--- src/rtl/sha_1_stream_core_if.sv ---
// Block-in / digest-out handshake bundle for sha_1_stream_core.
// The producer/consumer side uses master, the core uses slave.
interface sha_1_stream_core_if;
  logic         in_valid;
  logic         in_ready;
  logic [511:0] in_block;
  logic         in_first;
  logic         in_last;
  logic         out_valid;
  logic         out_ready;
  logic [159:0] out_digest;
  logic         busy;

  modport master (
    output in_valid, in_block, in_first, in_last, out_ready,
    input  in_ready, out_valid, out_digest, busy
  );

  modport slave (
    input  in_valid, in_block, in_first, in_last, out_ready,
    output in_ready, out_valid, out_digest, busy
  );
endinterface

--- src/rtl/sha_1_stream_core.sv ---
// SHA-1 block engine: R rounds per clock, digest after 80/R + 1 edges from accept.
// Accepts only in IDLE; with HOLD_OUTPUT the digest waits for out_ready, otherwise it pulses.
module sha_1_stream_core #(
  parameter int ROUNDS_PER_CYCLE = 1,
  parameter bit HOLD_OUTPUT      = 1'b1
) (
  input  logic              clk,
  input  logic              rst,
  sha_1_stream_core_if.slave bus
);
  localparam int R = ROUNDS_PER_CYCLE;

  if (!(R == 1 || R == 2 || R == 4 || R == 5 || R == 8 || R == 10 || R == 16 || R == 20)) begin : g_bad_rounds
    $error("ROUNDS_PER_CYCLE must be one of 1,2,4,5,8,10,16,20");
  end

  localparam logic [31:0] IV0 = 32'h67452301;
  localparam logic [31:0] IV1 = 32'hEFCDAB89;
  localparam logic [31:0] IV2 = 32'h98BADCFE;
  localparam logic [31:0] IV3 = 32'h10325476;
  localparam logic [31:0] IV4 = 32'hC3D2E1F0;

  typedef enum logic [1:0] {IDLE, ROUND, FINAL, OUT} state_t;

  state_t      state;
  logic [6:0]  t;
  logic [31:0] win [16];
  logic [31:0] a, b, c, d, e;
  logic [31:0] h [5];
  logic [31:0] hs [5];
  logic        last;

  logic [31:0] win_nxt [16];
  logic [31:0] a_nxt, b_nxt, c_nxt, d_nxt, e_nxt;

  assign bus.in_ready = (state == IDLE);
  assign bus.busy     = (state != IDLE);

  assign hs[0] = h[0] + a;
  assign hs[1] = h[1] + b;
  assign hs[2] = h[2] + c;
  assign hs[3] = h[3] + d;
  assign hs[4] = h[4] + e;

  // Schedule is extended by R words so rounds beyond the 16-word window (R=20) still see W[t+j].
  always_comb begin : rounds
    logic [31:0] ext [16+R];
    logic [31:0] va, vb, vc, vd, ve, f, kc, tmp, x;
    logic [6:0]  tt;
    for (int i = 0; i < 16 + R; i++) ext[i] = '0;
    for (int i = 0; i < 16; i++) ext[i] = win[i];
    for (int i = 16; i < 16 + R; i++) begin
      x      = ext[i-3] ^ ext[i-8] ^ ext[i-14] ^ ext[i-16];
      ext[i] = {x[30:0], x[31]};
    end
    va = a; vb = b; vc = c; vd = d; ve = e;
    f = '0; kc = '0; tmp = '0; tt = '0; x = '0;
    for (int j = 0; j < R; j++) begin
      tt = t + 7'(j);
      if (tt < 7'd20) begin
        f  = (vb & vc) | (~vb & vd);
        kc = 32'h5A827999;
      end else if (tt < 7'd40) begin
        f  = vb ^ vc ^ vd;
        kc = 32'h6ED9EBA1;
      end else if (tt < 7'd60) begin
        f  = (vb & vc) | (vb & vd) | (vc & vd);
        kc = 32'h8F1BBCDC;
      end else begin
        f  = vb ^ vc ^ vd;
        kc = 32'hCA62C1D6;
      end
      tmp = {va[26:0], va[31:27]} + f + ve + kc + ext[j];
      ve  = vd;
      vd  = vc;
      vc  = {vb[1:0], vb[31:2]};
      vb  = va;
      va  = tmp;
    end
    for (int i = 0; i < 16; i++) win_nxt[i] = ext[i+R];
    a_nxt = va; b_nxt = vb; c_nxt = vc; d_nxt = vd; e_nxt = ve;
  end

  always_ff @(posedge clk) begin
    if (rst) begin
      state          <= IDLE;
      t              <= '0;
      h              <= '{IV0, IV1, IV2, IV3, IV4};
      last           <= 1'b0;
      bus.out_valid  <= 1'b0;
      bus.out_digest <= '0;
    end else begin
      case (state)
        IDLE: begin
          if (bus.in_valid) begin
            for (int i = 0; i < 16; i++) win[i] <= bus.in_block[511-32*i -: 32];
            if (bus.in_first) begin
              h <= '{IV0, IV1, IV2, IV3, IV4};
              a <= IV0; b <= IV1; c <= IV2; d <= IV3; e <= IV4;
            end else begin
              a <= h[0]; b <= h[1]; c <= h[2]; d <= h[3]; e <= h[4];
            end
            last  <= bus.in_last;
            t     <= '0;
            state <= ROUND;
          end
        end
        ROUND: begin
          win <= win_nxt;
          a <= a_nxt; b <= b_nxt; c <= c_nxt; d <= d_nxt; e <= e_nxt;
          t <= t + 7'(R);
          if (t == 7'(80 - R)) state <= FINAL;
        end
        FINAL: begin
          h <= hs;
          if (last) begin
            bus.out_digest <= {hs[0], hs[1], hs[2], hs[3], hs[4]};
            bus.out_valid  <= 1'b1;
            state          <= OUT;
          end else begin
            state <= IDLE;
          end
        end
        OUT: begin
          if (!HOLD_OUTPUT || bus.out_ready) begin
            bus.out_valid <= 1'b0;
            state         <= IDLE;
          end
        end
        default: state <= IDLE;
      endcase
    end
  end
endmodule

--- src/flat_wrapper.sv ---
// flat-port wrapper written by rule: the top's interface ports become plain ports
module sha_1_stream_core_flat 
#(
  parameter int ROUNDS_PER_CYCLE = 1,
  parameter bit HOLD_OUTPUT      = 1'b1
)
  (clk, rst, bus_in_valid, bus_in_block, bus_in_first, bus_in_last, bus_out_ready, bus_in_ready, bus_out_valid, bus_out_digest, bus_busy);
  sha_1_stream_core_if bus_i ();
  input  logic clk;
  input  logic rst;
  input wire logic [$bits(bus_i.in_valid)-1:0] bus_in_valid;
  input wire logic [$bits(bus_i.in_block)-1:0] bus_in_block;
  input wire logic [$bits(bus_i.in_first)-1:0] bus_in_first;
  input wire logic [$bits(bus_i.in_last)-1:0] bus_in_last;
  input wire logic [$bits(bus_i.out_ready)-1:0] bus_out_ready;
  output wire logic [$bits(bus_i.in_ready)-1:0] bus_in_ready;
  output wire logic [$bits(bus_i.out_valid)-1:0] bus_out_valid;
  output wire logic [$bits(bus_i.out_digest)-1:0] bus_out_digest;
  output wire logic [$bits(bus_i.busy)-1:0] bus_busy;
  assign bus_i.in_valid = bus_in_valid;
  assign bus_i.in_block = bus_in_block;
  assign bus_i.in_first = bus_in_first;
  assign bus_i.in_last = bus_in_last;
  assign bus_i.out_ready = bus_out_ready;
  assign bus_in_ready = bus_i.in_ready;
  assign bus_out_valid = bus_i.out_valid;
  assign bus_out_digest = bus_i.out_digest;
  assign bus_busy = bus_i.busy;
  sha_1_stream_core #(.ROUNDS_PER_CYCLE(ROUNDS_PER_CYCLE), .HOLD_OUTPUT(HOLD_OUTPUT)) u_core (.clk(clk), .rst(rst), .bus(bus_i));
endmodule
--- config.mk ---
export PLATFORM = sky130hd
export DESIGN_NAME = sha_1_stream_core_flat
export DESIGN_NICKNAME = d
export VERILOG_FILES = /design/src/rtl/sha_1_stream_core_if.sv /design/src/rtl/sha_1_stream_core.sv /design/src/flat_wrapper.sv
export SDC_FILE = /design/constraint.sdc
export NUM_CORES = 2
export LEC_CHECK = 0
export ABC_CLOCK_PERIOD_IN_PS = 36900
export BUFFER_PORTS_ARGS = -buffer_cell sky130_fd_sc_hd__buf_2
export CORE_MARGIN = 4
export CORE_UTILIZATION = 30
export CTS_CLUSTER_DIAMETER = 150
export CTS_CLUSTER_SIZE = 30
export DETAILED_ROUTE_END_ITERATION = 8
export HOLD_SLACK_MARGIN = 0.02
export PLACE_DENSITY = 0.5
export SETUP_SLACK_MARGIN = 0.15
export SLEW_MARGIN = 40
export SYNTH_ARGS = -nofsm -noshare
export SYNTH_HDL_FRONTEND = slang
export SYNTH_SLANG_ARGS = --single-unit
--- constraint.sdc ---
create_clock -name clk -period 36.9 [get_ports clk]
set_input_delay 1.845 -clock clk [delete_from_list [all_inputs] [get_ports clk]]
set_output_delay 1.845 -clock clk [all_outputs]
set_load 0.02 [all_outputs]
==> impl_table.tex <==
\begin{tabular}{lr}
\hline
Metric & Value \\
\hline
\multicolumn{2}{l}{\textbf{Logic synthesis}} \\
Net count after synthesis & approximately 6,700 \\
Top-area cell type share of the netlist area & 0.374 \\
Post-synthesis sequential area ratio & 0.497 \\
Most used flip-flop cell after synthesis & edfxtp\_1 \\
Post-synth ARST share & 0 \\
Mapped cell area & 0.0540 sq mm \\
Number of warning messages in the yosys log & 0 \\
Number of different library cells in the post-synthesis netlist & 86 \\
Mapped Avg Cell Area & 9.23 sq um \\
Top area cells in the synthesized netlist & edfxtp\_1 (37\%), nand2\_1 (14\%), dfxtp\_1 (12\%) \\
Number of enable flip-flop cells after synthesis & 672 \\
Cell count after synthesis & 5,843 \\
Yosys reg bits & between 1,000 and 1,500 \\
Most used standard cells in the synthesized netlist & nand2\_1 (2,070), edfxtp\_1 (672), dfxtp\_1 (331) \\
Most instantiated library cell after synthesis & nand2\_1 \\
Cell accounting for the most synthesized area & edfxtp\_1 \\
\multicolumn{2}{l}{\textbf{Clock network}} \\
Hold-fix buffer count after cts & 0 \\
Number of sinks on the clock net & 1,003 \\
CTS clock-pin slew for the worst setup and hold paths & 0.13 ns \\
CTS Buf Count & 41 \\
Clock latency reported for the late side of the worst-skew pair & around 0.69 ns \\
Cell at the root of the clock tree & clkbuf\_16 \\
TritonCTS clock tree & yes \\
Post CTS Setup Buffer Count & 0 \\
CTS H-tree lvls & 2 \\
Total of cells resized after clock tree synthesis & 0 \\
Clk buf depth & 3 \\
\multicolumn{2}{l}{\textbf{Drt}} \\
Average wire length per cell after detail routing & between 20 and 30 microns \\
Number of DRC violations after detailed routing & 0 \\
Mean number of vias per cell & slightly above 5 \\
Remaining antenna violation count & 0 \\
Via Count & 44,200 \\
Final WL & 223 mm \\
Drt initial violations & about 3,800 \\
Pre-antenna DRT Iters & 6 \\
\multicolumn{2}{l}{\textbf{STA}} \\
Max Freq & about 140 MHz \\
Final hold violations & 0 \\
Share of the clock period used by the worst path & 0.197 \\
Worst clock skew & 0.0457 ns \\
Number of setup violations in the final report & 0 \\
Unrepaired setup endpoints after global routing & false \\
Pins Over Slew Limit & 0 \\
Smallest hold slack & 0.457 ns \\
Min Clock Period, post-route & 7.27 ns \\
Worst Tran Pin Value & between 0.9 and 1 ns \\
Sum Neg Setup Slack & 0 ns \\
Worst rel slew slack & 0.354 \\
\multicolumn{2}{l}{\textbf{Global routing}} \\
Number of global-route vias before repair & 42,900 \\
Largest net degree at the start of global routing & 170 \\
Wire length of the first global-routing pass & 313 mm \\
Antenna violations before repair & between 60 and 70 \\
Grt ovf & 0 \\
GR Util All Layers & 0.230 \\
\multicolumn{2}{l}{\textbf{Placement}} \\
Area after detailed placement & 0.0599 sq mm \\
Port Buf Inserts & 680 \\
Final estimated routing congestion in global placement & about 0.93 \\
Hpwl dp & 171 mm \\
\multicolumn{2}{l}{\textbf{Finish}} \\
Finished layout cell area & $\sim$0.06 sq mm \\
Proportion of layout cells with a drive suffix above 1 & 0.132 \\
Fill cells & 18,700 \\
Combined flip-flop and latch cell area & 0.0268 sq mm \\
Total number of nets in the final design & 7,192 \\
Total area of multi-input combinational cells & 0.0254 sq mm \\
Final cell utilization of the core & 0.343 \\
Relative area change from synthesis to final layout & 13.5\% \\
\multicolumn{2}{l}{\textbf{Hold path}} \\
Hold/Removal Path Class & reg -> reg \\
Beginning of the worst hold path & u\_core.bus.out\_digest[28] \\
Hold depth & 2 \\
Worst hold path endpoint & u\_core.bus.out\_digest[28] \\
\multicolumn{2}{l}{\textbf{Critical path}} \\
Critical Path Fanout Max & 35 \\
Critical Path AT & 7.71 ns \\
Critical R2R Capture & u\_core.a[21] \\
Critical Path End Type & flip-flop \\
Depth of the worst register-to-register path & 27 \\
WP data required & 37.34 ns \\
Crit Path Class & reg -> reg \\
R2R Path Start & u\_core.t[4] \\
Setup slack of the most critical reg-to-reg path & 29.63 ns \\
Startpoint types & flip-flop \\
\multicolumn{2}{l}{\textbf{Die}} \\
Number of I/O pins & slightly below 700 \\
Total die area & 0.187 sq mm \\
Die height & 432 microns \\
Die Width & between 400 and 500 microns \\
Number of cell rows & approximately 160 \\
Area of the core region & around 0.18 sq mm \\
Initial core utilization & 0.302 \\
\multicolumn{2}{l}{\textbf{Pwr}} \\
Total power divided by cell area & 50.6 mW/mm\^{}2 \\
Total power consumption of the routed design & approximately 3.1 mW \\
Static leakage power & 25.7 nW \\
Peak supply drop & between 0.00003 and 0.00004 V \\
\multicolumn{2}{l}{\textbf{Run status}} \\
Outcome & complete, no violations \\
\multicolumn{2}{l}{\textbf{Job}} \\
Count of maximum capacitance violations & 0 \\
\hline
\end{tabular}
-- routing by layer --
| metal | part of all wire | vias to the layer above | track usage |
|---|---|---|---|
| met4 | 0.029 | 50 | 0.0572 |
| met5 | 0.0014 | - | 0 |
| met1 | 0.40 | 21700 | 0.282 |
| li1 | - | 20800 | - |
| met2 | 0.52 | 1375 | 0.422 |
| met3 | 0.053 | 269 | 0.0342 |
-- state kept, by name (all words and copies together), names as in the netlist --
name and cells:
u_core.bus.out_digest 160, u_core.bus.out_valid 1, u_core.a 32, u_core.rounds.ext 512, u_core.b 32, u_core.c 32
u_core.h 160, u_core.e 32, u_core.d 32, u_core.state 2, u_core.t 7, u_core.last 1
-- worst max path at each step --
stage	cells after the start	end	startpoint
5_1_grt	27	u_core.a[21]	u_core.t[4]
4_1_cts	27	u_core.a[21]	u_core.t[4]
3_5_place_dp	27	u_core.a[21]	u_core.t[4]
2_1_floorplan	4	u_core.a[0]	rst
3_3_place_gp	27	u_core.a[21]	u_core.t[4]
6_report	27	u_core.a[21]	u_core.t[4]
-- worst max-delay path: stages, from the launching register on --
cell	delay, ns
dfxtp_1	0.39
nand2_1	0.13
o21a_1	0.25
inv_1	0.23
nor2_1	0.27
clkinv_1	0.15
nand2_2	0.07
buf_4	0.41
nor2_1	0.08
a211oi_1	0.45
fa_1	0.51
inv_1	0.08
fa_1	0.43
fa_1	0.50
inv_1	0.04
ha_1	0.18
inv_1	0.08
fa_1	0.21
nor2b_1	0.06
o21ai_1	0.18
a21boi_0	0.15
o21ai_0	0.29
a21oi_1	0.23
o21ai_1	0.60
o21ai_0	0.26
o21a_1	0.23
or3_1	0.30
a31o_2	0.24
-- layout by cell type, fill, tap and decap left out, types with 45 or more instances in the layout --
| cell type | n |
|---|---|
| dfxtp_1 | 331 |
| a21o_1 | 81 |
| ha_1 | 221 |
| a21oi_1 | 274 |
| nand3b_1 | 80 |
| buf_2 | 678 |
| inv_1 | 197 |
| o21ai_0 | 284 |
| edfxtp_1 | 672 |
| xnor2_1 | 198 |
| nor2_1 | 261 |
| nand2_1 | 2065 |
| nand3_1 | 45 |
| fa_1 | 124 |
| xor2_1 | 67 |
-- power breakdown --
group	internal [mW]	leakage [nW]	total, mW	switching, mW
Clock	0.234	0.611	0.635	0.401
Combinational	0.382	16.1	1.05	0.671
Sequential	1.32	9.00	1.41	0.0893
-- layout make-up --
cell class,instances,share of cell area
Clock inverter,8,0.00208
Antenna cell,24,0.000981
Multi-Input combinational cell,4355,0.415
Tap cell,2355,0.0481
Timing Repair Buffer,729,0.0648
Inverter,199,0.0122
Sequential cell,1003,0.438
Clock buffer,60,0.0188
-- through the flow --
step                      setup slack, ns  cells
final                               29.63   8733
after CTS                           29.69   8707
after detailed placement            29.79   8639
after floorplan                      4.89   5843
after global routing                29.18   8712
after global placement              29.84   8637
-- cells by family (layout without fill, tap and decap cells) --
family / after synthesis / after routing / share of synthesized area
buffers and inverters: 485 / 996 / 0.0337
AO/OA/AOI/OAI: 1021 / 1021 / 0.119
multiplexers: 10 / 10 / 0.00197
other: 0 / 24 / 0
AND/OR/NAND/NOR: 2711 / 2711 / 0.207
adder cells (fa/ha/maj): 345 / 345 / 0.0973
flip-flops: 1003 / 1003 / 0.497
XOR/XNOR: 268 / 268 / 0.0435
(Power assumes the default switching activity.)
